## src/rtl/ycbcr2rgb.sv

```systemverilog
// YCbCr 4:4:4 to RGB stream converter: 3-stage fixed-latency arithmetic
// pipeline per lane, followed by an output FIFO with credit-based input flow
// control so the pipeline itself never has to stall.
module ycbcr2rgb #(
    parameter int unsigned pix_per_clock = 1,
    parameter int unsigned data_width    = 8,
    parameter int unsigned fifo_depth    = 8
) (
    input  logic                          clk_in,
    input  logic                          reset,
    input  logic [24*pix_per_clock-1:0]   rdata,
    input  logic                          rlast,
    input  logic                          ruser,
    input  logic                          rvalid,
    output logic                          rready,
    output logic [24*pix_per_clock-1:0]   tdata,
    output logic                          tlast,
    output logic                          tuser,
    output logic                          tvalid,
    input  logic                          tready
);

    localparam int unsigned comp_w  = data_width;
    localparam int unsigned lane_w  = 3 * comp_w;
    localparam int unsigned bus_w   = lane_w * pix_per_clock;
    localparam int unsigned entry_w = bus_w + 2;
    localparam int unsigned ptr_w   = $clog2(fifo_depth);
    localparam int unsigned cnt_w   = ptr_w + 1;
    localparam int unsigned math_w  = 18;

    typedef logic signed [math_w-1:0] math_t;

    // Saturate a signed intermediate to the unsigned 0..255 component range
    function automatic logic [comp_w-1:0] clamp8(input math_t v);
        if (v < math_t'(0))
            return '1 & comp_w'(0);
        else if (v > math_t'(255))
            return comp_w'(255);
        else
            return v[comp_w-1:0];
    endfunction

    // Final per-lane add of Y to the scaled chroma offsets, packed as {R,G,B}
    function automatic logic [lane_w-1:0] lane_rgb(input logic [comp_w-1:0] y,
                                                   input math_t ro,
                                                   input math_t go,
                                                   input math_t bo);
        math_t ys;
        ys = $signed(math_w'(y));
        return {clamp8(ys + ro), clamp8(ys - go), clamp8(ys + bo)};
    endfunction

    logic                accept;
    logic [comp_w-1:0]   y_c   [pix_per_clock];
    math_t               d_b_c [pix_per_clock];
    math_t               d_r_c [pix_per_clock];

    logic                s1_v, s1_last, s1_user;
    logic [comp_w-1:0]   s1_y   [pix_per_clock];
    math_t               s1_pr  [pix_per_clock];
    math_t               s1_pgb [pix_per_clock];
    math_t               s1_pgr [pix_per_clock];
    math_t               s1_pb  [pix_per_clock];

    logic                s2_v, s2_last, s2_user;
    logic [comp_w-1:0]   s2_y  [pix_per_clock];
    math_t               s2_ro [pix_per_clock];
    math_t               s2_go [pix_per_clock];
    math_t               s2_bo [pix_per_clock];

    logic                s3_v, s3_last, s3_user;
    logic [bus_w-1:0]    s3_rgb;

    logic [entry_w-1:0]  mem [fifo_depth];
    logic [entry_w-1:0]  head;
    logic [ptr_w-1:0]    wr_ptr, rd_ptr;
    logic [cnt_w-1:0]    count, count_next, inflight_next;
    logic                fifo_wr, fifo_rd;

    // Split each lane into Y and zero-centred chroma differences
    always_comb begin
        accept = rvalid && rready;
        for (int i = 0; i < int'(pix_per_clock); i++) begin
            y_c[i]   = rdata[lane_w*i +: comp_w];
            d_b_c[i] = $signed(math_w'(rdata[lane_w*i + comp_w +: comp_w])) - math_t'(128);
            d_r_c[i] = $signed(math_w'(rdata[lane_w*i + 2*comp_w +: comp_w])) - math_t'(128);
        end
    end

    // S1: register the four chroma products
    always_ff @(posedge clk_in or posedge reset) begin
        if (reset) begin
            s1_v    <= 1'b0;
            s1_last <= 1'b0;
            s1_user <= 1'b0;
            for (int i = 0; i < int'(pix_per_clock); i++) begin
                s1_y[i]   <= '0;
                s1_pr[i]  <= '0;
                s1_pgb[i] <= '0;
                s1_pgr[i] <= '0;
                s1_pb[i]  <= '0;
            end
        end else begin
            s1_v    <= accept;
            s1_last <= rlast;
            s1_user <= ruser;
            for (int i = 0; i < int'(pix_per_clock); i++) begin
                s1_y[i]   <= y_c[i];
                s1_pr[i]  <= math_t'(359) * d_r_c[i];
                s1_pgb[i] <= math_t'(88)  * d_b_c[i];
                s1_pgr[i] <= math_t'(183) * d_r_c[i];
                s1_pb[i]  <= math_t'(454) * d_b_c[i];
            end
        end
    end

    // S2: round and floor-shift the products into component offsets
    always_ff @(posedge clk_in or posedge reset) begin
        if (reset) begin
            s2_v    <= 1'b0;
            s2_last <= 1'b0;
            s2_user <= 1'b0;
            for (int i = 0; i < int'(pix_per_clock); i++) begin
                s2_y[i]  <= '0;
                s2_ro[i] <= '0;
                s2_go[i] <= '0;
                s2_bo[i] <= '0;
            end
        end else begin
            s2_v    <= s1_v;
            s2_last <= s1_last;
            s2_user <= s1_user;
            for (int i = 0; i < int'(pix_per_clock); i++) begin
                s2_y[i]  <= s1_y[i];
                s2_ro[i] <= (s1_pr[i] + math_t'(128)) >>> 8;
                s2_go[i] <= (s1_pgb[i] + s1_pgr[i] + math_t'(128)) >>> 8;
                s2_bo[i] <= (s1_pb[i] + math_t'(128)) >>> 8;
            end
        end
    end

    // S3: add Y and saturate each component
    always_ff @(posedge clk_in or posedge reset) begin
        if (reset) begin
            s3_v    <= 1'b0;
            s3_last <= 1'b0;
            s3_user <= 1'b0;
            s3_rgb  <= '0;
        end else begin
            s3_v    <= s2_v;
            s3_last <= s2_last;
            s3_user <= s2_user;
            for (int i = 0; i < int'(pix_per_clock); i++)
                s3_rgb[lane_w*i +: lane_w] <= lane_rgb(s2_y[i], s2_ro[i], s2_go[i], s2_bo[i]);
        end
    end

    // FIFO occupancy and credit bookkeeping for the next cycle
    always_comb begin
        fifo_wr       = s3_v;
        fifo_rd       = tvalid && tready;
        count_next    = count + cnt_w'(fifo_wr) - cnt_w'(fifo_rd);
        inflight_next = cnt_w'(accept) + cnt_w'(s1_v) + cnt_w'(s2_v);
        head          = mem[rd_ptr];
    end

    // Output FIFO storage, pointers, and registered tvalid/rready
    always_ff @(posedge clk_in or posedge reset) begin
        if (reset) begin
            wr_ptr <= '0;
            rd_ptr <= '0;
            count  <= '0;
            tvalid <= 1'b0;
            rready <= 1'b0;
            for (int i = 0; i < int'(fifo_depth); i++)
                mem[i] <= '0;
        end else begin
            if (fifo_wr) begin
                mem[wr_ptr] <= {s3_last, s3_user, s3_rgb};
                wr_ptr      <= wr_ptr + ptr_w'(1);
            end
            if (fifo_rd)
                rd_ptr <= rd_ptr + ptr_w'(1);
            count  <= count_next;
            tvalid <= (count_next != '0);
            rready <= (count_next + inflight_next) < cnt_w'(fifo_depth);
        end
    end

    // Head entry drives the output beat; it holds while the consumer stalls
    assign tdata = head[bus_w-1:0];
    assign tuser = head[bus_w];
    assign tlast = head[bus_w+1];

    // Credits must make a write into a full FIFO impossible
    always @(posedge clk_in) begin
        if (!reset)
            assert (!(fifo_wr && !fifo_rd && count == cnt_w'(fifo_depth)))
                else $error("ycbcr2rgb: write into full output FIFO");
    end

endmodule

```

## config.mk

```make
export PLATFORM = sky130hd
export DESIGN_NAME = ycbcr2rgb
export DESIGN_NICKNAME = d
export VERILOG_FILES = /design/src/rtl/ycbcr2rgb.sv
export SDC_FILE = /design/constraint.sdc
export NUM_CORES = 1
export LEC_CHECK = 0
export BUFFER_PORTS_ARGS = -buffer_cell sky130_fd_sc_hd__buf_2
export CORE_AREA = 10 10 213 215
export CTS_BUF_LIST = sky130_fd_sc_hd__clkbuf_16
export CTS_CLUSTER_DIAMETER = 40
export CTS_CLUSTER_SIZE = 20
export DETAILED_ROUTE_END_ITERATION = 12
export DIE_AREA = 0 0 223 225
export GPL_ROUTABILITY_DRIVEN = 0
export PLACE_DENSITY = 0.66
export SLEW_MARGIN = 40
export SYNTH_ARGS = -nofsm -noshare
export SYNTH_HDL_FRONTEND = slang
export SYNTH_SLANG_ARGS = --single-unit
```

## constraint.sdc

```tcl
create_clock -name clk_in -period 25.6 [get_ports clk_in]
set_clock_uncertainty 0.05 [all_clocks]
set_input_delay 2.56 -clock clk_in [delete_from_list [all_inputs] [get_ports clk_in]]
set_output_delay 2.56 -clock clk_in [all_outputs]
set_load 0.02 [all_outputs]
```

Word-level counts from Yosys, hierarchy flattened. Cells that the tools add are included.

Bits in read-only memories: 0. Logic and storage cells: 80. Memories kept: 0. Bits of input ports: 30. Bits in latches: 0. Output and inout bits: 28. Register bits: 367. Bits in writable memories: 0.

Mux-type cells: 12. Eq/ne operators: 0. Div/mod/pow operators: 0. Reductions and logical operators: 4. Add/subtract/negate cells: 16. $mul: 4. Bitwise logic cells: 2. Shifts and indexed selects: 0. Magnitude comparators: 10.

Operators by type and width (number): $bwmux 208 (1); $bmux 26 s3 (1); $demux 26 s3 (1); $mux 26 (3); $add 18x9->18 const B (3); $mux 8 (6); $gt 11x9->1 const B (3); $lt 11x1->1 const B (3); $add 9x10->11 (2); $add 18x18->18 (1); $mul 10x9->18 const A (1); $mul 9x9->18 const A (1); $sub 8x8->9 const B (2); $mul 9x9->17 const A (1); $mul 5x9->14 const A (1); $sub 9x10->11 (1); $ge 4x4->1 const B (2); $not 3->4 (2); $add 3x1->3 const B (2); $add 4x1->4 (1); $add 4x3->4 (1); $lt 4x1->1 const B (1); $lt 4x4->1 const B (1); $reduce_bool 4->1 (1); other kinds (4) (6).

Logic depth before layout (Yosys ltp).
Depth in word-level cells: 6. Depth in mapped cells: 19.

Worst setup path after synthesis. No wires, ideal clock.

Kind: input to register. Start: input rdata[22]. End: register s1_pr[14] (netlist bit). Library setup time: 122 ps. Path slack: 18837 ps. Cell stages on the path: 19. Arrival: 6591 ps. Buffers on the path: 0. Cells stage by stage: inv_1 ha_1 inv_1 ha_1 inv_1 fa_1 inv_1 fa_1 inv_1 fa_1 inv_1 ha_1 or3_1 o221a_4 a311o_2 and2_2 o21ai_2 nand2b_1 xor2_1.

Word-level cells in the longest chain between the ends: 2.

RTL lines: start, declared (RTL line 11) `input logic [24*pix_per_clock-1:0] rdata,`; $sub 8x8->9 (RTL line 86) `d_r_c[i] = $signed(math_w'(rdata[lane_w*i + 2*comp_w +: comp_w])) - math_t'(128);`; $mul 10x9->18 (RTL line 109) `s1_pr[i] <= math_t'(359) * d_r_c[i];`; end signal, assigned by index (RTL line 109); end, declared (RTL line 60) `math_t s1_pr [pix_per_clock];`.

No other way between the ends. A chain may end at the register's enable or synchronous reset.

Worst setup path after layout.
Start: input rdata[23]. End: register s1_pr[14] (netlist bit).

Same word-level chain as after synthesis.

==> impl_metrics.toml <==
[timing]
max_clock_freq_mhz = 147
unrepaired_setup_endpoints_after_global_routing = "false"
final-hold-violation-count = 0
drv_slew = 0
setup-tns-final_ns = 0
worst_slew_margin_rel = 0.440
timing.final.setup_violations = 0
period_minus_slack_ns = 6.81
worst_max_slew_pin_slew_ns = 0.840
finalWorstSetupSlack_ns = 18.79
min_period_over_period = 0.266

[place]
io_buffer_count = 57
placement.setup.worst_slack_ns = 18.16
dp_hpwl_um = 27600

[grt]
grt_first_pass_wirelength_um = 66700
grt_max_degree = 111
first_global_vias = 13000
grt_antenna_before_repair = 0
global_route.overflow_total = 0
grt.total_usage = 0.162

[synthesis]
post_synthesis_sequential_element_count = 350
gate_count_after_technology_mapping = 1600
yosys.cell_types.count = 65
synth_edf_count = 0
syn-num-nets = 1902
asyncSetResetFlopFracSynth = 1.00
syn_avg_cell_area_um2 = 12.7
synthesis.area_um2 = 20300
yosysWarnings = 0
synth.yosys.seq_area_share = 0.431
ys_dominant_reg_cell = "sky130_fd_sc_hd__dfrtp_1"

[clock_network]
clk_latency_ns = 0.60
htree_levels = 2
postCtsResizedCells = 0
hold_buffers = 0
cts_tree = "yes"
clock-sinks = 350
root_buffer = "sky130_fd_sc_hd__clkbuf_16"
clkSlewWorstSetupHoldPaths_ns = 0.06
tritoncts.num_buffers = 49
cts_max_path_buffers = 3
postCtsSetupRepairBufs = 0

[die]
dieArea_um2 = 50200
rows = 75
floorplan.io_pins = 58
die_w_um = 223
die_y_extent_um = 225
design.core.area_um2 = 41400
initial_core_util = 0.491

[worst_setup_path]
cp.arrival_ns = 7.24
crit_path_launch_type = "primary input"
critical_path.endpoint_type = "flip-flop"
critical_path.top_delay_family = "adder cells"
timing.critical_path.fanout_max = 9
timing.critical_path.cells = "buf_2, inv_1, ha_1, inv_1, ha_1, inv_1, fa_1, inv_1, fa_1, inv_1, fa_1, inv_1, ha_1, or3_1, o221a_4, a311o_2, and2_2, o21ai_2, nand2b_1, xor2_1"
path_class = "in -> reg"
critical_path.max_stage_delay_ns = 0.53
critical_path_required_ns = 26.03
critical_path.n_buffers_inverters = 7
timing.critical_path.mode_cell = "sky130_fd_sc_hd__inv_1"
timing.critical_path.slowest_stage_cell = "sky130_fd_sc_hd__fa_1"

[detailed_routing]
detailedRoute.firstIterationViolations = 624
wl_per_cell_um = 17.5
antenna_violating_nets_left = 0
dr.pass1.iters = 4
via_per_inst = 5.34
routed-via-count = 12100
drc = 0
total_wire_length_um = 39600

[pwr]
p_leak_uw = 0.0112
power.density_cell_area_nw_per_um2 = 127
vdd_ir_drop_max_v = 0.0000803

[layout]
fillCellCount = 3395
multi_input_comb_area_um2 = 10700
layout.cells.most_common = "sky130_fd_sc_hd__dfrtp_1"
drive_above_1_share = 0.275
syn2layout_area_growth_pct = 13.1
num_antenna_cells = 0
final_net_count = 1988
layout_common_cells = "sky130_fd_sc_hd__dfrtp_1 (348), sky130_fd_sc_hd__mux2_2 (236), sky130_fd_sc_hd__ha_1 (209)"
ff_latch_area_um2 = 8760

[run]
cap_viol_max_count = 0

[worst_hold_path]
worstHoldPathType = "reg -> reg"

[run_status]
outcome = "complete, no violations"
## metrics by stage
step / hold slack [ns] / std cells / util / power [uW] / instance area, um2
global placement: 0.283 / 2171 / 0.514 / 2240 / 21300
finish: 0.267 / 2265 / 0.555 / 2930 / 23000
detailed placement: 0.285 / 2172 / 0.514 / 2280 / 21300
CTS: 0.268 / 2263 / 0.554 / 2960 / 22900
floorplan: 0.281 / 1600 / - / 1940 / 20300
global route: 0.270 / 2265 / 0.555 / 3160 / 23000
## cell usage after synthesis (all sizes together), types with 8 or more instances
| cell | count | area (um2) |
|---|---|---|
| dfrtp | 350 | 8760 |
| mux2 | 236 | 2660 |
| ha | 209 | 2620 |
| inv | 186 | 698 |
| xnor2 | 64 | 561 |
| fa | 63 | 1260 |
| a21oi | 61 | 313 |
| mux4 | 52 | 1170 |
| nor2 | 46 | 173 |
| nand2 | 39 | 146 |
| xor2 | 32 | 280 |
| o21ai | 31 | 159 |
| clkbuf | 25 | 93.8 |
| a21o | 18 | 135 |
| nand3 | 18 | 90.1 |
| buf | 14 | 67.6 |
| nor3 | 13 | 75.1 |
| o21a | 13 | 97.6 |
| nand2b | 11 | 71.3 |
| nor2b | 11 | 68.8 |
| a211oi | 10 | 75.1 |
| or2 | 9 | 56.3 |
| o21bai | 8 | 60.1 |
## layer usage
layer / GRT usage / part of all wire / vias to the layer above
li1: - / - / 5781
met1: 0.207 / 0.45 / 6128
met2: 0.278 / 0.50 / 142
met3: 0.0254 / 0.032 / 51
met4: 0.0497 / 0.021 / 0
met5: 0 / 0 / -
## where the power goes
part	total, uW	internal (uW)	leakage, uW	switching (uW)
Combinational	1290	651	0.00604	643
Clock	661	391	0.000817	270
Sequential	973	801	0.00431	171
Total	2930	1840	0.0112	1080
## cells by family (layout without fill, tap and decap cells)
| logic type | count (synthesis) | in the layout | synth area share |
|---|---|---|---|
| AO/OA/AOI/OAI | 181 | 181 | 0.0583 |
| XOR/XNOR | 96 | 96 | 0.0414 |
| adder cells (fa/ha/maj) | 272 | 272 | 0.191 |
| buffers and inverters | 226 | 352 | 0.0425 |
| flip-flops | 350 | 350 | 0.431 |
| multiplexers | 288 | 288 | 0.188 |
| AND/OR/NAND/NOR | 187 | 187 | 0.0482 |
## sequential cells by signal, indices dropped and copies added, names as in the netlist, 3 cells and up
signal,cells
count,4
mem,208
rd_ptr,3
s1_pb,14
s1_pgb,11
s1_pgr,15
s1_pr,11
s1_y,8
s2_bo,10
s2_go,10
s2_ro,10
s2_y,8
s3_rgb,24
wr_ptr,3
## layout make-up
cell class,instances,share of cell area
tap,539,0.0293
inverter,187,0.0309
clock inverter,42,0.0180
sequential,350,0.381
clock buffer,49,0.0533
multi-input combinational,1024,0.467
timing repair buffer,74,0.0200
## path summary, 6_finish.rpt
check	start	endpoint	slack (ns)	cells after the start
max	rdata[23]	s1_pr[14]$_DFF_PP0_	18.79	20
min in group asynchronous	reset	mem[72]$_DFFE_PP0P_	1.86	2
min reg2reg	s1_y[5]$_DFF_PP0_	s2_y[5]$_DFF_PP0_	0.27	0
max in group asynchronous	reset	mem[168]$_DFFE_PP0P_	21.50	5
min	s1_y[5]$_DFF_PP0_	s2_y[5]$_DFF_PP0_	0.27	0
max reg2reg	s2_y[1]$_DFF_PP0_	s3_rgb[9]$_DFF_PP0_	22.68	9
Note: power is estimated with default switching activity, not from simulation.
